## src/rtl/fixed_pkg.sv

```systemverilog
// rtl/fixed_pkg.sv - shared state encoding and saturation constants for fixed-point stages
package fixed_pkg;

    localparam logic [1:0] ST_IDLE = 2'd0;
    localparam logic [1:0] ST_CALC = 2'd1;
    localparam logic [1:0] ST_NORM = 2'd2;

    // Wide enough for 2W+1-bit magnitudes up to W=63.
    localparam int WIDE_W = 128;
    typedef logic [WIDE_W-1:0] wide_t;

    function automatic int max(input int x, input int y);
        return (x > y) ? x : y;
    endfunction

    // Largest positive value of an n-bit signed number.
    function automatic wide_t sat_max(input int n);
        return (wide_t'(1) << (n - 1)) - wide_t'(1);
    endfunction

    // Bit pattern of the most negative n-bit signed number; equals its magnitude.
    function automatic wide_t sat_min(input int n);
        return wide_t'(1) << (n - 1);
    endfunction

endpackage

```

## src/rtl/fixed_round_sat.sv

```systemverilog
// rtl/fixed_round_sat.sv - round half away from zero and saturate a sign/magnitude product
module fixed_round_sat
    import fixed_pkg::*;
#(
    parameter int W    = 32,
    parameter int FRAC = 16,
    parameter int N    = 32
) (
    input  logic [2*W-1:0] p,
    input  logic           sign,
    output logic [N-1:0]   z,
    output logic           ov
);

    localparam int RW = 2 * W + 1;
    localparam int CW = max(RW, N + 1);
    localparam logic [RW-1:0] HALF    = RW'((wide_t'(1) << FRAC) >> 1);
    localparam logic [CW-1:0] POS_LIM = CW'(sat_max(N));
    localparam logic [CW-1:0] NEG_LIM = CW'(sat_min(N));
    localparam logic [N-1:0]  Z_MAX   = N'(sat_max(N));
    localparam logic [N-1:0]  Z_MIN   = N'(sat_min(N));

    logic [RW-1:0] w_sum;
    logic [RW-1:0] w_r;
    logic [CW-1:0] w_r_ext;
    logic [N-1:0]  w_r_n;

    // Extra top bit keeps the rounding carry out of a full-scale magnitude.
    assign w_sum   = {1'b0, p} + HALF;
    assign w_r     = w_sum >> FRAC;
    assign w_r_ext = CW'(w_r);
    assign w_r_n   = N'(w_r_ext);

    always_comb begin
        z  = w_r_n;
        ov = 1'b0;
        if (!sign) begin
            if (w_r_ext > POS_LIM) begin
                z  = Z_MAX;
                ov = 1'b1;
            end
        end else if (w_r_ext > NEG_LIM) begin
            z  = Z_MIN;
            ov = 1'b1;
        end else begin
            z = -w_r_n;
        end
    end

endmodule

```

## src/rtl/fixed_mul_seq.sv

```systemverilog
// rtl/fixed_mul_seq.sv - radix-2 shift-add signed fixed-point multiplier with start/done handshake
module fixed_mul_seq
    import fixed_pkg::*;
#(
    parameter int W    = 32,
    parameter int FRAC = 16,
    parameter int N    = 32
) (
    input  logic                clk,
    input  logic                rst_n,
    input  logic                start,
    input  logic signed [W-1:0] a,
    input  logic signed [W-1:0] b,
    output logic                busy,
    output logic                done,
    output logic signed [N-1:0] z,
    output logic                ov
);

    localparam int CNT_W = max(1, $clog2(W));
    localparam logic [CNT_W-1:0] CNT_LAST = CNT_W'(W - 1);

    logic [1:0]       r_state;
    logic             r_sign;
    logic [2*W-1:0]   r_mcand;
    logic [W-1:0]     r_mplier;
    logic [2*W-1:0]   r_p;
    logic [CNT_W-1:0] r_cnt;
    logic             r_busy;
    logic             r_done;
    logic [N-1:0]     r_z;
    logic             r_ov;

    logic [W-1:0]     w_abs_a;
    logic [W-1:0]     w_abs_b;
    logic [N-1:0]     w_z;
    logic             w_ov;

    // Unsigned W-bit magnitudes so the most negative operand stays exact.
    assign w_abs_a = a[W-1] ? $unsigned(-a) : $unsigned(a);
    assign w_abs_b = b[W-1] ? $unsigned(-b) : $unsigned(b);

    fixed_round_sat #(
        .W    (W),
        .FRAC (FRAC),
        .N    (N)
    ) u_round_sat (
        .p    (r_p),
        .sign (r_sign),
        .z    (w_z),
        .ov   (w_ov)
    );

    always_ff @(posedge clk or negedge rst_n) begin
        if (!rst_n) begin
            r_state  <= ST_IDLE;
            r_sign   <= 1'b0;
            r_mcand  <= '0;
            r_mplier <= '0;
            r_p      <= '0;
            r_cnt    <= '0;
            r_busy   <= 1'b0;
            r_done   <= 1'b0;
            r_z      <= '0;
            r_ov     <= 1'b0;
        end else begin
            r_done <= 1'b0;
            case (r_state)
                ST_IDLE: begin
                    if (start) begin
                        r_sign   <= a[W-1] ^ b[W-1];
                        r_mcand  <= {{W{1'b0}}, w_abs_a};
                        r_mplier <= w_abs_b;
                        r_p      <= '0;
                        r_cnt    <= '0;
                        r_busy   <= 1'b1;
                        r_state  <= ST_CALC;
                    end
                end
                ST_CALC: begin
                    if (r_mplier[0]) begin
                        r_p <= r_p + r_mcand;
                    end
                    r_mcand  <= r_mcand << 1;
                    r_mplier <= r_mplier >> 1;
                    r_cnt    <= r_cnt + 1'b1;
                    if (r_cnt == CNT_LAST) begin
                        r_state <= ST_NORM;
                    end
                end
                ST_NORM: begin
                    r_z     <= w_z;
                    r_ov    <= w_ov;
                    r_done  <= 1'b1;
                    r_busy  <= 1'b0;
                    r_state <= ST_IDLE;
                end
                default: begin
                    r_state <= ST_IDLE;
                    r_busy  <= 1'b0;
                end
            endcase
        end
    end

    assign busy = r_busy;
    assign done = r_done;
    assign z    = r_z;
    assign ov   = r_ov;

endmodule
```

## config.mk

```make
export PLATFORM = sky130hd
export DESIGN_NAME = fixed_mul_seq
export DESIGN_NICKNAME = d
export VERILOG_FILES = /design/src/rtl/fixed_pkg.sv /design/src/rtl/fixed_round_sat.sv /design/src/rtl/fixed_mul_seq.sv
export SDC_FILE = /design/constraint.sdc
export NUM_CORES = 1
export LEC_CHECK = 0
export ABC_AREA = 0
export ABC_CLOCK_PERIOD_IN_PS = 5600
export BUFFER_PORTS_ARGS = -buffer_cell sky130_fd_sc_hd__buf_2
export CORE_UTILIZATION = 45
export CTS_BUF_LIST = sky130_fd_sc_hd__clkbuf_8
export DETAILED_ROUTE_END_ITERATION = 8
export SLEW_MARGIN = 20
export SYNTH_ARGS = -nofsm -noshare
export SYNTH_HDL_FRONTEND = slang
export SYNTH_HIERARCHICAL = 1
export SYNTH_SLANG_ARGS = --single-unit
```

## constraint.sdc

```tcl
create_clock -name clk -period 5.6 [get_ports clk]
set_clock_uncertainty 0.2 [all_clocks]
set_input_delay 0.84 -clock clk [delete_from_list [all_inputs] [get_ports clk]]
set_output_delay 0.84 -clock clk [all_outputs]
set_load 0.02 [all_outputs]
```

Word-level counts from Yosys, hierarchy flattened. Cells that the tools add are included.

Bits in registers: 203. Input port bits: 67. Output and inout bits: 35. Logic and storage cells: 56.

$add $sub $neg: 6. $lt $le $gt $ge: 2. Eq/ne operators: 6. Multiplexer cells: 23. Bitwise gates (word level): 2. Reductions and logical operators: 7.

Operators by type and width (count): 64-bit one-hot mux with 2 select lines (2); 32-bit two-way mux (6); 64-bit two-way mux (3); 32-bit negation (3); 64-bit by 16-bit adder with 65-bit output, second input constant (1); 64-bit adder (1); 32-bit one-hot mux with 2 select lines (1); 49-bit by 31-bit greater-than comparator with 1-bit output, second input constant (1); 49-bit by 32-bit greater-than comparator with 1-bit output, second input constant (1); 5-bit one-hot mux with 2 select lines (1); 2-bit AND reduction (4); 2-bit inequality test, second input constant (3); 5-bit by 1-bit adder with 5-bit output, second input constant (1); 5-bit == test, second input constant (1); 1-bit two-way mux (5); 5-bit two-way mux (1); 2-bit two-way mux (2); 2-bit one-hot mux with 2 select lines (1); 3-bit AND reduction (1); 2-bit by 1-bit == test with 1-bit output, second input constant (1); 2-bit == test, second input constant (1); 2-bit zero test (1); 1-bit one-hot mux with 2 select lines (1); 2-bit nonzero test (1); other kinds (2) (2).

Logic depth before layout (Yosys ltp).
Depth after elaboration: 4. Depth in mapped cells: 15. Depth with buffers taken out: 13.

Cells and area by module. Netlist, hierarchy kept.

Modules (own cells, without submodules): fixed_mul_seq (instances 1, cells an instance 1421, area an instance 12737.2 µm²); fixed_round_sat (instances 1, cells an instance 474, area an instance 3168.0 µm²).

Worst setup path after synthesis. Ideal clock, no wire load.

Kind: reg-to-reg. Start point: register r_p[15]. End point: register r_z[22], in the netlist z[22]. Arrival time: 3.605 ns. Required time: 5.275 ns. Setup slack: 1.670 ns. Stages on the path, launching flop included: 14. Clock period less this slack: 3.930 ns. Cells stage by stage: dfrtp_1 ha_1 buf_6 nand3_4 or4_1 buf_2 nor4_1 nand3_1 xor2_1 nand4_1 nor3_4 buf_6 a221oi_1 mux2_2.

Word-level cells in the longest chain between the ends: 4.

RTL lines: start: declaration (line fixed_mul_seq.sv:27) `logic [2*W-1:0] r_p;`; start signal: assignment (line fixed_mul_seq.sv:82) `r_p <= r_p + r_mcand;`; 64-bit by 16-bit adder with 65-bit output (*) (line fixed_round_sat.sv:29) `assign w_sum = {1'b0, p} + HALF;`; 49-bit by 31-bit greater-than comparator with 1-bit output, or another cell as far along (line fixed_round_sat.sv:38) `if (w_r_ext > POS_LIM) begin`; 32-bit two-way mux (on tied branches) (line fixed_round_sat.sv:38, fixed_round_sat.sv:42); 32-bit two-way mux (*) (line fixed_round_sat.sv:37) `if (!sign) begin`; via w_z[22] (line fixed_mul_seq.sv:36) `logic [N-1:0] w_z;`; end signal: assignment (line fixed_mul_seq.sv:92) `r_z <= w_z;`; end: declaration (line fixed_mul_seq.sv:31) `logic [N-1:0] r_z;`.

The timed path passes the listed nets; every way through them passes the cells marked *. A chain may end at the register's enable or synchronous reset.

Final worst setup path. Same ends and word-level chain as after synthesis.

==> impl_metrics.py <==
metrics = {
    "sta": {
        "period_minus_slack_ns": 4.765,
        "relSlewSlack": 0.2818,
        "finalCritPeriodShare": 0.8510,
        "fin_tns_setup_ns": 0,
        "rsz0062_at_grt": "false",
        "setup_violations": 0,
        "hold_ws_ns": 0.2045,
        "finalMaxSlewViolations": 0,
        "tightest_slew_ns": 1.075,
        "fmax_mhz": 209.8,
        "hold_viol_final": 0,
    },
    "synthesis": {
        "synth-seq-cells": 203,
        "synth_cell_types": 86,
        "syn-cell-area_mm2": 0.01591,
        "synthArstFlopShare": 1.000,
        "seq_area_frac_synth": 0.3194,
        "ys_warn_count": 6,
        "synth_edf_count": 0,
        "synth_top_flop_cell": "dfrtp_1",
        "syn_nets": 2033,
        "avgSynthCellArea_um2": 8.393,
        "netlist_instances": 1895,
    },
    "die": {
        "die_w_um": 190,
        "start_util": 0.4593,
        "std_cell_rows": 68,
        "dieArea_mm2": 0.03610,
        "die_y_um": 190,
        "io_pins": 102,
        "coreArea_mm2": 0.03463,
    },
    "clocking": {
        "htreeDepth": 2,
        "numCtsBuffers": 40,
        "cts_sinks": 203,
        "clock_latency_ns": 0.60,
        "cts-resized-gates": 0,
        "post_cts_buffers": 0,
        "clock_path_buffers": 3,
        "cts_root_buf": "clkbuf_8",
        "cts_hold_buf": 0,
        "clk_pin_slew_ns": 0.06,
        "cts_tree": "yes",
    },
    "job": {
        "cap_violations": 0,
    },
    "finish": {
        "diodes": 0,
        "final_common_cell": "nand2_1",
        "syn_to_final_growth_pct": 9.220,
        "final_cell_mix": "nand2_1 (246), dfrtp_1 (202), o21ai_0 (172)",
        "multiInputGateArea_mm2": 0.01022,
        "register_area_mm2": 0.005081,
        "nets": 2071,
        "layout-drive-gt1-share": 0.1330,
        "fill_cells": 3310,
    },
    "drt": {
        "drt-initial-drc-count": 1112,
        "finalWirelength_um": 44650,
        "routed_via_density": 6.096,
        "post_drt_wl_per_cell_um": 18.47,
        "dr.pass1.iters": 5,
        "drc": 0,
        "num_vias": 14730,
        "ant_nets": 0,
    },
    "global_route": {
        "overflow": 0,
        "track_usage": 0.2498,
        "grt_pass1_vias": 14120,
        "antenna_found_initial": 0,
        "grt_max_degree": 113,
        "grt_pass1_wl_um": 73930,
    },
    "placed_design": {
        "gp_congestion": 0.9421,
        "dp_hpwl_um": 32390,
        "port_buffers": 101,
    },
    "setup_path": {
        "end_kind": "flip-flop",
        "critPathMaxFanout": 26,
        "r2r-start": "r_p[15]",
        "rrSetupSlack_ns": 0.83,
        "worstPathRequired_ns": 5.85,
        "reg2reg_to": "z[22]",
        "start_kind": "flip-flop",
        "arrival_ns": 5.02,
        "rr_worst_depth": 11,
        "critical_path_class": "flip-flop to flip-flop",
    },
    "power_and_ir_drop": {
        "power_leakage_nw": 7.391,
        "vdd_drop_max_v": 0.0002623,
        "p_per_area_mw_per_mm2": 580.8,
    },
    "status": {
        "status": "finished clean",
    },
    "min_path": {
        "hold_path.class": "input pin to asynchronous set/reset pin",
    },
}
per-stage QoR:
| step | util | instances | area, um^2 | worst slack [ns] | total power, W |
|---|---|---|---|---|---|
| floorplan | - | 1895 | 15910 | 1.670 | 0.007069 |
| global placement | 0.4802 | 2346 | 16630 | 1.158 | 0.008504 |
| detailed placement | 0.4802 | 2346 | 16630 | 0.9844 | 0.008590 |
| CTS | 0.5017 | 2417 | 17370 | 0.9399 | 0.01007 |
| global route | 0.5017 | 2417 | 17370 | 0.4509 | 0.01096 |
| finish | 0.5017 | 2417 | 17370 | 0.8346 | 0.01009 |
worst max-delay path by stage:
stage | to | slack, ns | start | depth (start not counted)
floorplan | z[22] | 1.67 | r_p[15] | 13
global placement | z[25] | 1.16 | r_p[15] | 11
detailed placement | z[22] | 0.98 | r_p[15] | 11
CTS | z[22] | 0.94 | r_p[15] | 11
global route | z[22] | 0.45 | r_p[15] | 11
finish | z[22] | 0.83 | r_p[15] | 11
layer usage:
metal / up-vias / wire length [um] / GRT usage
li1: 7126 / - / -
met1: 7157 / 21430 / 0.3539
met2: 391 / 20280 / 0.3991
met3: 60 / 2058 / 0.03339
met4: 0 / 877 / 0.06359
met5: - / 0 / 0
Yosys cell counts, types with 34 or more instances:
master,instances,area (um^2)
nand4_1,41,256.5
nand2_1,247,927.1
o21ai_0,172,860.8
nor3_1,37,185.2
xor2_1,85,744.5
ha_1,70,875.8
nor2_1,83,311.6
clkbuf_1,94,352.8
dfrtp_1,203,5080
a22oi_1,58,435.4
nand3_1,78,390.4
mux2_2,34,382.9
xnor2_1,60,525.5
a21o_1,36,270.3
a21oi_1,96,480.5
worst max-delay path, stage by stage, from the launching register on:
cell	delay, ns
dfrtp_1	0.46
ha_1	0.42
nand3_4	0.18
or4_1	0.71
nor4_1	0.52
nand3_1	0.16
xor2_1	0.49
nand4_1	0.40
nor3_4	0.25
buf_4	0.36
a221oi_1	0.15
mux2_2	0.30
flip-flops by register name (all words and copies together) (netlist names), 2 cells and up:
register,count
r_mcand,64
r_p,64
r_cnt,5
r_mplier,32
z,32
r_state,2
where the power goes:
part	total [W]	internal, W	switching, W
Clock	0.00142	0.000728	0.000697
Sequential	0.00289	0.00206	0.000832
Combinational	0.00578	0.00223	0.00354
Total	0.0101	0.00502	0.00507
cell type report:
| class | count | area share |
|---|---|---|
| multi-input cells | 1538 | 0.5884 |
| well taps | 455 | 0.03277 |
| flip-flops and latches | 203 | 0.2925 |
| inverters | 33 | 0.007131 |
| repair buffers | 117 | 0.03652 |
| clock buffers | 44 | 0.03486 |
| clock inverters | 27 | 0.007851 |
cells by family after synthesis:
kind of cell / Yosys count / synth area share
AND/OR/NAND/NOR: 681 / 0.2217
multiplexers: 55 / 0.03729
AO/OA/AOI/OAI: 586 / 0.2451
flip-flops: 203 / 0.3194
XOR/XNOR: 145 / 0.07985
adder cells (fa/ha/maj): 71 / 0.05632
buffers and inverters: 154 / 0.04036
No activity file was read; power rests on OpenSTA's default activity.
